$ cat src/rtl/imem_arbiter.sv
// Round-robin arbiter sharing one block-read instruction memory between the
// i-caches of two hardware contexts, with a sticky watchdog for hung fetches.
module imem_arbiter #(
    parameter int ADDR_WIDTH = 28,
    parameter int DATA_WIDTH = 128,
    parameter int TIMEOUT    = 64
) (
    input  logic                  clock,
    input  logic                  reset,

    input  logic                  c0_read,
    input  logic [ADDR_WIDTH-1:0] c0_address,
    output logic [DATA_WIDTH-1:0] c0_readdata,
    output logic                  c0_busywait,

    input  logic                  c1_read,
    input  logic [ADDR_WIDTH-1:0] c1_address,
    output logic [DATA_WIDTH-1:0] c1_readdata,
    output logic                  c1_busywait,

    output logic                  mem_read,
    output logic [ADDR_WIDTH-1:0] mem_address,
    input  logic [DATA_WIDTH-1:0] mem_readdata,
    input  logic                  mem_busywait,

    output logic                  timeout_err
);

    localparam int CNT_WIDTH = (TIMEOUT > 1) ? $clog2(TIMEOUT) : 1;
    localparam logic [CNT_WIDTH-1:0] CNT_LAST = CNT_WIDTH'(TIMEOUT - 1);

    typedef enum logic [1:0] {
        IDLE,
        ISSUE,
        WAIT,
        RESP
    } state_t;

    state_t               state;
    state_t               state_next;
    logic                 grant;       // requester owning the current fetch
    logic                 grant_next;
    logic                 prio;        // requester favoured on a tie
    logic [CNT_WIDTH-1:0] wait_cnt;

    logic                 do_grant;
    logic                 do_capture;
    logic                 do_abort;

    // NOTE: every signal driven here gets a default first, so no path can
    // leave one unassigned and infer a latch.
    always_comb begin
        state_next = state;
        grant_next = grant;
        do_grant   = 1'b0;
        do_capture = 1'b0;
        do_abort   = 1'b0;

        case (state)
            IDLE: begin
                if (c0_read || c1_read) begin
                    do_grant   = 1'b1;
                    grant_next = (c0_read && c1_read) ? prio : c1_read;
                    state_next = ISSUE;
                end
            end
            // Memory busywait is derived from mem_read, so give it a cycle to settle.
            ISSUE: state_next = WAIT;
            WAIT: begin
                if (!mem_busywait) begin
                    do_capture = 1'b1;
                    state_next = RESP;
                end else if (wait_cnt == CNT_LAST) begin
                    do_abort   = 1'b1;
                    state_next = RESP;
                end
            end
            RESP:    state_next = IDLE;
            default: state_next = IDLE;
        endcase
    end

    // NOTE: sequential state uses non-blocking assignments so every register
    // samples the pre-edge values regardless of statement order.
    always_ff @(posedge clock or negedge reset) begin
        if (!reset) begin
            state <= IDLE;
            grant <= 1'b0;
        end else begin
            state <= state_next;
            grant <= grant_next;
        end
    end

    // NOTE: the returned-block registers are reset too, so a requester never
    // observes stale data after a reset aborts a fetch.
    always_ff @(posedge clock or negedge reset) begin
        if (!reset) begin
            mem_read    <= 1'b0;
            mem_address <= '0;
            c0_readdata <= '0;
            c1_readdata <= '0;
            timeout_err <= 1'b0;
            prio        <= 1'b0;
            wait_cnt    <= '0;
        end else begin
            if (do_grant) begin
                mem_read    <= 1'b1;
                mem_address <= grant_next ? c1_address : c0_address;
            end
            if (do_capture || do_abort) begin
                mem_read <= 1'b0;
            end

            if (state == ISSUE) begin
                wait_cnt <= '0;
            end else if (state == WAIT) begin
                wait_cnt <= wait_cnt + 1'b1;
            end

            // Data is returned even if the requester has since dropped its read.
            if (do_capture) begin
                if (grant) begin
                    c1_readdata <= mem_readdata;
                end else begin
                    c0_readdata <= mem_readdata;
                end
            end

            if (do_abort) begin
                timeout_err <= 1'b1;
            end

            if (state == RESP) begin
                prio <= ~grant;
            end
        end
    end

    assign c0_busywait = c0_read & ~((state == RESP) & (grant == 1'b0));
    assign c1_busywait = c1_read & ~((state == RESP) & (grant == 1'b1));

endmodule

$ cat config.mk
export PLATFORM = sky130hd
export DESIGN_NAME = imem_arbiter
export DESIGN_NICKNAME = d
export VERILOG_FILES = /design/src/rtl/imem_arbiter.sv
export SDC_FILE = /design/constraint.sdc
export NUM_CORES = 1
export LEC_CHECK = 0
export CAP_MARGIN = 20
export CORE_AREA = 2 2 183 185
export DETAILED_ROUTE_END_ITERATION = 12
export DIE_AREA = 0 0 185 187
export PLACE_DENSITY_LB_ADDON = 0.12
export SYNTH_ARGS = -nofsm -noshare
export SYNTH_HDL_FRONTEND = slang
export SYNTH_SLANG_ARGS = --single-unit
export TNS_END_PERCENT = 20
$ cat constraint.sdc
create_clock -name clock -period 2.3 [get_ports clock]
set_clock_uncertainty 0.05 [all_clocks]
set_input_delay 0.69 -clock clock [delete_from_list [all_inputs] [get_ports clock]]
set_output_delay 0.69 -clock clock [all_outputs]
set_load 0.02 [all_outputs]
==> impl_metrics.py, run 1 <==
metrics = {
    "worst_setup_path": {
        "cp-end-kind": "output port",
        "reg2regPathDepth": 6,
        "path_class": "flop to output port",
        "start_kind": "flop",
        "cp.required_ns": 1.56,
        "rrSetupSlack_ns": 0.39,
        "path_delay_family": "buffers and inverters",
        "path_max_fanout": 2,
        "startpoint": "c1_readdata[51]",
        "cpMaxStageDelayCell": "clkdlybuf4s50_1",
        "r2r_start": "state[0]",
        "crit_buf_inv": 1,
        "reg2reg_to": "c0_readdata[50]",
        "worstPathCellList": "clkdlybuf4s50_1",
        "max_stage_delay_ns": 0.67,
        "worstPathArrival_ns": 1.52,
    },
    "cells_and_area": {
        "finalNonFillerCells": 1732,
        "synthToLayoutAreaGrowth_pct": 58.49,
        "utilization_pct": 57.52,
        "fill_cells": 2727,
        "drive_gt1_share_pct": 29.17,
        "nets": 1452,
    },
    "drt": {
        "detail_route.wl_per_cell_um": 18.92,
        "first_pass_iters": 4,
        "routed_wl_um": 32760,
        "drc_errors": 0,
        "drt-vias-per-instance": 4.538,
        "ant_nets": 0,
        "drt_iter0_drc": 267,
        "vias": 7860,
    },
    "synth": {
        "synth_seq_cells": 296,
        "seq_area_frac_synth_pct": 62.11,
        "synth_cells": 726,
        "synth_cell_types": 33,
        "synth_top_cell_area_share_pct": 62.11,
        "synth_fp_nets": 921,
        "yosysMostFrequentCell": "dfrtp_1",
        "yosys_warnings": 0,
        "synth_flop_cell": "dfrtp_1",
        "synthTopCellsByCount": "dfrtp_1 (296), mux2_2 (156), mux2_4 (100), nand2_1 (35)",
        "synth-edff-count": 0,
        "yosys-top-cells-area": "dfrtp_1 (62%), mux2_2 (15%), mux2_4 (13%)",
        "synth_area_leader_cell": "dfrtp_1",
        "syn_area_um2": 11930,
        "async_flop_share_pct": 100.0,
        "syn_area_per_cell_um2": 16.43,
    },
    "clock_network": {
        "cts_root_buffer": "clkbuf_16",
        "cts_tree": "yes",
        "h-tree-depth": 2,
        "clk_path_buf_depth": 3,
        "cts_sinks": 296,
        "clk_latency_ns": 0.50,
        "numCtsBuffers": 36,
        "post_cts_buffers": 0,
        "clk_pin_slew_ns": 0.06,
    },
    "pwr": {
        "leakagePower_nw": 8.747,
        "intPower_mw": 19.16,
        "ir_worst_vdd_v": 0.0009914,
        "p_sw_mw": 10.12,
        "power_frac_seq_pct": 31.7,
        "clkPwrFrac_pct": 19.2,
        "sw_frac_of_total_pct": 34.57,
        "combPwrFrac_pct": 49.1,
        "p_per_area_nw_per_um2": 1549,
        "power_mw": 29.28,
    },
    "global_route": {
        "grt_max_degree": 47,
        "grt_pass1_wl_um": 51280,
        "grt-busiest-layer": "met2",
        "grtUsageMet2_pct": 31.43,
        "antenna_found_initial": 2,
        "grt_pass1_vias": 8495,
        "grtUsageTotal_pct": 19.09,
        "grt_util_met1_pct": 22.83,
        "overflow": 0,
        "met3_usage_pct": 6.795,
    },
    "worst_hold_path": {
        "hp-class": "input pin to asynchronous set/reset pin",
    },
    "timing": {
        "slew_violations": 0,
        "period_share_pct": 98.48,
        "setup_violations": 0,
        "fin_ws_ns": 0.03504,
        "whs_ns": 0.05356,
        "grt_setup_unrepaired": "false",
        "slew_headroom_pct": 72.26,
        "worst_pin_slew_ns": 0.4161,
        "min_period_ns": 2.265,
        "timing.fmax_ghz": 0.4415,
        "final-hold-violation-count": 0,
    },
    "floorplan": {
        "die_y_um": 187,
        "initial_utilization_pct": 36.29,
        "core_area_um2": 32860,
        "rows": 67,
        "io_pins": 477,
        "die_width_um": 185,
        "fp.dieArea_um2": 34600,
    },
    "outcome": {
        "status": "complete, no violations",
    },
    "placement": {
        "dp_slack_ns": -0.4169,
        "dp_hpwl_um": 24890,
        "gp_congestion": 0.7794,
        "dp_cells": 1667,
        "io_buffers": 476,
    },
    "job": {
        "maxCapViolCount": 0,
    },
}
kinds of logic (layout without fill, tap and decap cells):
family                   Yosys count  after routing  synth area share (%)
AO/OA/AOI/OAI                     43             43                 1.983
XOR/XNOR                           2              2                0.1469
adder cells (fa/ha/maj)            6              6                0.6295
buffers and inverters             45            601                 3.336
flip-flops                       296            296                 62.11
multiplexers                     287            287                 29.95
other                              0              2                     0
AND/OR/NAND/NOR                   47             47                 1.836
state kept, by name, summed over array words and instances (netlist names):
signal,flops
c0_readdata,128
c1_readdata,128
mem_address,28
wait_cnt,6
state,2
grant,1
mem_read,1
prio,1
timeout_err,1
power by group through the flow:
stage               registers (mW)  clock network [mW]  logic (mW)
floorplan                     12.4                   0        4.37
detailed placement            9.34                   0        14.6
CTS                           9.30                5.80        14.6
global placement              9.27                   0        14.5
global route                  9.64                6.06        15.2
finish                        9.27                5.63        14.4
timing repair:
item	CTS	global route
endpoints found under the setup margin	10	22
gates resized for setup	18	22
hold buffers	0	0
per-layer routing:
metal	part of all wire (%)	vias up	routed length (um)
met4	3.4	0	1105
li1	-	3622	-
met1	39	3869	12940
met2	48	314	15750
met5	0	-	0
met3	9.1	55	2970
cell type report:
cell class,instances,area [um^2],share of cell area [%]
repair buffers,531,5543,29.33
well taps,448,560.5,2.966
inverters,7,26.28,0.1390
clock buffers,58,1146,6.064
flip-flops and latches,296,7407,39.19
clock inverters,5,61.31,0.3244
multi-input cells,385,4151,21.96
diodes,2,5.005,0.02648
how the worst max path moves through the flow:
stage / end / cells past startpoint
2_1_floorplan: c1_busywait / 1
3_3_place_gp: c0_busywait / 4
3_5_place_dp: c1_busywait / 3
4_1_cts: c1_readdata[104] / 1
5_1_grt: c1_readdata[2] / 1
6_report: c1_readdata[51] / 1
through the flow:
stage,instance area [um^2],setup TNS (ns)
3_5_place_dp,17650,-29.46
4_1_cts,18840,0
2_1_floorplan,11930,0
6_report,18900,0
5_1_grt,18900,0
3_3_place_gp,17650,-28.96
cell usage in the layout (no fill, tap or decap), types with 2 or more instances in the layout:
master           Yosys  routed
a21oi_1              6       6
buf_12               0      26
buf_2                4       2
buf_4                1      29
clkbuf_1             4       8
clkbuf_16            0      38
clkbuf_8             1      12
clkdlybuf4s50_1      0     443
clkinv_2             0       3
dfrtp_1            296     296
diode_2              0       2
dlygate4sd2_1        0       8
dlymetal6s2s_1       0      22
ha_1                 6       5
inv_1                7       7
mux2_1               3       3
mux2_2             156     156
mux2_4             100     100
mux2i_1             28      28
nand2_1             35      35
nor2_1               3       3
nor3b_1              2       2
o21ai_0             21      20
o21ai_1              9       9
o22ai_1              2       2
No activity file was read; power rests on OpenSTA's default activity.
==> run 2: changes to the inputs <==
- MAX_ROUTING_LAYER: not set -> met4
==> impl_metrics.py, run 2 (same netlist as run 1, synthesis figures left out) <==
metrics = {
    "outcome": {
        "status": "complete, no violations",
    },
    "job": {
        "maxCapViolCount": 0,
    },
    "timing": {
        "grt_setup_unrepaired": "false",
        "final-hold-violation-count": 0,
        "slew_violations": 0,
        "slew_headroom_pct": 72.36,
        "tns_ns": 0,
        "worst_pin_slew_ns": 0.4146,
        "whs_ns": 0.05703,
        "period_share_pct": 98.38,
        "setup_violations": 0,
        "timing.fmax_ghz": 0.4419,
        "min_period_ns": 2.263,
    },
    "cells_and_area": {
        "fill_cells": 2727,
        "final_cell_mix": "clkdlybuf4s50_1 (443), dfrtp_1 (296), mux2_2 (156), mux2_4 (100), clkbuf_16 (38)",
        "nets": 1452,
        "finalNonFillerCells": 1732,
        "multiInputGateArea_um2": 4151,
        "utilization_pct": 57.52,
        "layout_commonest_cell": "clkdlybuf4s50_1",
        "synthToLayoutAreaGrowth_pct": 58.49,
        "drive_gt1_share_pct": 29.17,
        "reg_top3": "c0_readdata: 128 flops, c1_readdata: 128 flops, mem_address: 28 flops",
        "regArea_um2": 7407,
    },
    "drt": {
        "ant_nets": 0,
        "detail_route.wl_per_cell_um": 18.90,
        "drt_iter0_drc": 258,
        "drc_errors": 0,
        "drt-vias-per-instance": 4.534,
        "first_pass_iters": 4,
        "vias": 7853,
        "routed_wl_um": 32740,
    },
    "clock_network": {
        "clk_pin_slew_ns": 0.06,
        "numCtsBuffers": 36,
        "cts_sinks": 296,
        "post_cts_buffers": 0,
        "holdBufCountCts": 0,
        "cts_tree": "yes",
        "cts_root_buffer": "clkbuf_16",
        "clk_latency_ns": 0.50,
        "h-tree-depth": 2,
        "clk_path_buf_depth": 3,
    },
    "global_route": {
        "grt_max_degree": 47,
        "antenna_found_initial": 2,
        "grt_pass1_wl_um": 51160,
        "grtUsageTotal_pct": 19.65,
        "grt_pass1_vias": 8530,
        "overflow": 0,
    },
    "placement": {
        "gp_congestion": 0.7901,
        "dp_cells": 1667,
        "dp_hpwl_um": 24890,
        "io_buffers": 476,
    },
    "worst_setup_path": {
        "reg2regPathDepth": 6,
        "worstPathArrival_ns": 1.52,
        "path_max_fanout": 2,
        "cp-end-kind": "output port",
        "path_delay_family": "buffers and inverters",
        "start_kind": "flop",
        "path_class": "flop to output port",
        "cpMaxStageDelayCell": "clkdlybuf4s50_1",
        "crit_cells": 1,
        "reg2reg_to": "c0_readdata[50]",
        "worstPathCellList": "clkdlybuf4s50_1",
        "rrSetupSlack_ns": 0.39,
        "crit_buf_inv": 1,
        "r2r_start": "state[0]",
        "cp-endpoint": "c1_readdata[51]",
        "max_stage_delay_ns": 0.67,
        "cp.required_ns": 1.56,
        "startpoint": "c1_readdata[51]",
    },
    "floorplan": {
        "rows": 67,
        "fp.dieArea_um2": 34600,
        "die_width_um": 185,
        "io_pins": 477,
        "die_y_um": 187,
        "core_area_um2": 32860,
        "initial_utilization_pct": 36.29,
    },
    "worst_hold_path": {
        "hp-class": "input pin to asynchronous set/reset pin",
    },
    "pwr": {
        "power_mw": 29.28,
        "p_per_area_nw_per_um2": 1549,
        "ir_worst_vdd_v": 0.0009922,
        "leakagePower_nw": 8.747,
    },
}
-- run 2: cell counts in the layout (fill, tap and decap cells not counted) --
No cell type changed its count.
-- run 2: how the worst min path moves through the flow --
stage | startpoint | to | slack, ns
after CTS | reset | c0_readdata[99] | 0.05
final | reset | c0_readdata[104] | 0.06
after global placement | mem_address[16] | mem_address[16] | 0.41
after global routing | reset | c0_readdata[100] | 0.05
after floorplan | reset | c0_readdata[0] | 0.34
after detailed placement | timeout_err | timeout_err | 0.41
-- run 2: power breakdown --
part / leakage (nW) / switching, mW / internal, mW
logic: 4.59 / 6.60 / 7.79
clock network: 0.597 / 2.11 / 3.51
registers: 3.56 / 1.42 / 7.85
total: 8.75 / 10.1 / 19.2
-- run 2: cell type report --
cell class / count / share of cell area (%)
timing repair buffer: 531 / 29.33
antenna: 2 / 0.02648
multi-input combinational: 385 / 21.96
inverter: 7 / 0.1390
clock buffer: 58 / 6.064
sequential: 296 / 39.19
tap: 448 / 2.966
clock inverter: 5 / 0.3244
-- run 2: timing repair --
item | 4_1_cts | 5_1_grt
endpoints found under the setup margin | 10 | 22
hold endpoints to repair | 0 | 0
gates resized for setup | 18 | 22
-- run 2: stage by stage --
step | area, um^2 | setup WS [ns]
finish | 18900 | 0.03720
global placement | 17650 | -0.4108
floorplan | 11930 | 0.3609
global route | 18900 | 0.0002577
detailed placement | 17650 | -0.4169
CTS | 18840 | 0.003950
-- run 2: metal layers --
metal | routed length [um] | vias up | share of wire (%) | GRT usage [%]
met5 | 0 | - | 0 | -
met4 | 1098 | 0 | 3.4 | 7.295
met3 | 2800 | 55 | 8.6 | 6.347
met2 | 15690 | 319 | 48 | 31.45
met1 | 13150 | 3857 | 40 | 23.06
li1 | - | 3622 | - | -
==> run 3: changes to the inputs <==
- clock period: 2.3 -> 2.43 ns (I/O delays scaled with it)
==> impl_metrics.py, run 3 (same netlist as run 1, synthesis figures left out) <==
metrics = {
    "timing": {
        "setup_violations": 0,
        "grt_setup_unrepaired": "false",
        "timing.fmax_ghz": 0.4185,
        "min_period_ns": 2.389,
        "slew_violations": 0,
        "period_share_pct": 98.33,
        "final-hold-violation-count": 0,
        "worst_pin_slew_ns": 0.4066,
        "slew_headroom_pct": 72.81,
    },
    "clock_network": {
        "clk_pin_slew_ns": 0.06,
        "holdBufCountCts": 0,
        "cts_sinks": 296,
        "cts_root_buffer": "clkbuf_16",
        "numCtsBuffers": 35,
        "post_cts_buffers": 0,
        "h-tree-depth": 2,
        "cts_tree": "yes",
        "clk_latency_ns": 0.50,
        "clk_path_buf_depth": 3,
    },
    "cells_and_area": {
        "synthToLayoutAreaGrowth_pct": 57.13,
        "layout_commonest_cell": "clkdlybuf4s50_1",
        "finalNonFillerCells": 1722,
        "drive_gt1_share_pct": 28.91,
        "utilization_pct": 57.02,
        "final_cell_mix": "clkdlybuf4s50_1 (473), dfrtp_1 (296), mux2_2 (156), mux2_4 (100)",
        "nets": 1444,
        "reg_top3": "c0_readdata: 128 flops, c1_readdata: 128 flops, mem_address: 28 flops",
    },
    "drt": {
        "routed_wl_um": 32450,
        "vias": 7846,
        "first_pass_iters": 4,
        "drc_errors": 0,
        "drt_iter0_drc": 166,
        "detail_route.wl_per_cell_um": 18.84,
        "ant_nets": 0,
        "drt-vias-per-instance": 4.556,
    },
    "worst_setup_path": {
        "reg2reg_to": "c0_readdata[101]",
        "r2r_start": "state[0]",
        "start_kind": "flop",
        "cp.required_ns": 1.65,
        "crit_buf_inv": 1,
        "path_delay_family": "buffers and inverters",
        "path_class": "flop to output port",
        "cp-end-kind": "output port",
        "max_stage_delay_ns": 0.74,
        "path_max_fanout": 2,
        "worstPathArrival_ns": 1.61,
        "worstPathCellList": "clkdlybuf4s50_1",
        "cpMaxStageDelayCell": "clkdlybuf4s50_1",
        "rrSetupSlack_ns": 0.56,
        "reg2regPathDepth": 6,
    },
    "pwr": {
        "leakagePower_nw": 8.442,
        "ir_worst_vdd_v": 0.0009136,
        "p_per_area_nw_per_um2": 1481,
    },
    "floorplan": {
        "core_area_um2": 32860,
        "fp.dieArea_um2": 34600,
        "initial_utilization_pct": 36.29,
        "die_width_um": 185,
        "io_pins": 477,
        "rows": 67,
        "die_y_um": 187,
    },
    "global_route": {
        "grt_pass1_vias": 8343,
        "antenna_found_initial": 1,
        "overflow": 0,
        "grt_pass1_wl_um": 49680,
        "grt_max_degree": 61,
        "grtUsageTotal_pct": 19.22,
    },
    "placement": {
        "gp_congestion": 0.7596,
        "io_buffers": 476,
        "dp_cells": 1660,
        "dp_hpwl_um": 24320,
    },
    "worst_hold_path": {
        "hp-class": "input pin to asynchronous set/reset pin",
    },
    "outcome": {
        "status": "complete, no violations",
    },
    "job": {
        "maxCapViolCount": 0,
    },
}
[run 3: cell types whose count changed in the layout (fill, tap and decap cells not counted), moves of 2 or more]
| cell | before | now |
|---|---|---|
| dlymetal6s2s_1 | 22 | 0 |
| clkinvlp_4 | 0 | 2 |
| clkbuf_16 | 38 | 35 |
| clkdlybuf4s50_1 | 443 | 473 |
| clkbuf_1 | 8 | 4 |
| buf_12 | 26 | 23 |
| buf_4 | 29 | 25 |
| dlygate4sd2_1 | 8 | 0 |
| bufinv_16 | 1 | 3 |
[run 3: metrics by stage]
step	setup slack [ns]	cell area, um^2	hold slack, ns	TNS [ns]	total power [mW]
after floorplan	0.4129	11930	0.3834	0	15.82
after global placement	-0.3556	17560	0.4107	-3.360	22.47
after detailed placement	-0.3644	17560	0.4114	-6.584	22.62
after CTS	0.02359	18740	0.06938	0	28.14
after global routing	0.007145	18740	0.07674	0	29.21
final	0.04066	18740	0.07206	0	27.75
[run 3: per-layer routing]
layer / track usage [%] / up-vias / routed length, um
met5: - / - / 0
met3: 6.600 / 48 / 2956
met1: 22.58 / 3873 / 12920
met4: 5.128 / 0 / 745
met2: 31.42 / 310 / 15830
li1: - / 3615 / -
[run 3: worst reg2reg max path, cell delays in order, from the launching register on]
cell     delay (ns)
dfrtp_1        0.41
inv_1          0.11
ha_1           0.17
nor3b_4        0.22
buf_4          0.22
buf_12         0.20
mux2_2         0.38
[run 3: final cells by class]
| cell class | count | area (um^2) |
|---|---|---|
| Antenna cell | 1 | 2.502 |
| Multi-Input combinational cell | 385 | 4149 |
| Fill cell | 2685 | 14120 |
| Clock inverter | 11 | 142.6 |
| Sequential cell | 296 | 7407 |
| Inverter | 7 | 26.28 |
| Clock buffer | 50 | 1042 |
| Timing Repair Buffer | 524 | 5408 |
| Tap cell | 448 | 560.5 |
[run 3: worst max-delay path by stage]
stage | from | to | slack (ns) | depth (start not counted)
2_1_floorplan | c1_read | c1_busywait | 0.41 | 1
3_3_place_gp | c0_read | c0_busywait | -0.36 | 4
3_5_place_dp | c0_read | c0_busywait | -0.36 | 4
4_1_cts | c0_readdata[102] | c0_readdata[102] | 0.02 | 1
5_1_grt | c0_readdata[102] | c0_readdata[102] | 0.007 | 1
6_report | c0_readdata[102] | c0_readdata[102] | 0.04 | 1
[run 3: repair_timing]
item | in CTS | in global routing
endpoints found under the hold margin | 0 | 0
endpoints found under the setup margin | 2 | 0
gates resized for setup | 9 | 0
[run 3: where the power goes]
group	internal (mW)	switching (mW)
combinational	7.42	6.20
sequential	7.43	1.35
clock	3.30	2.06
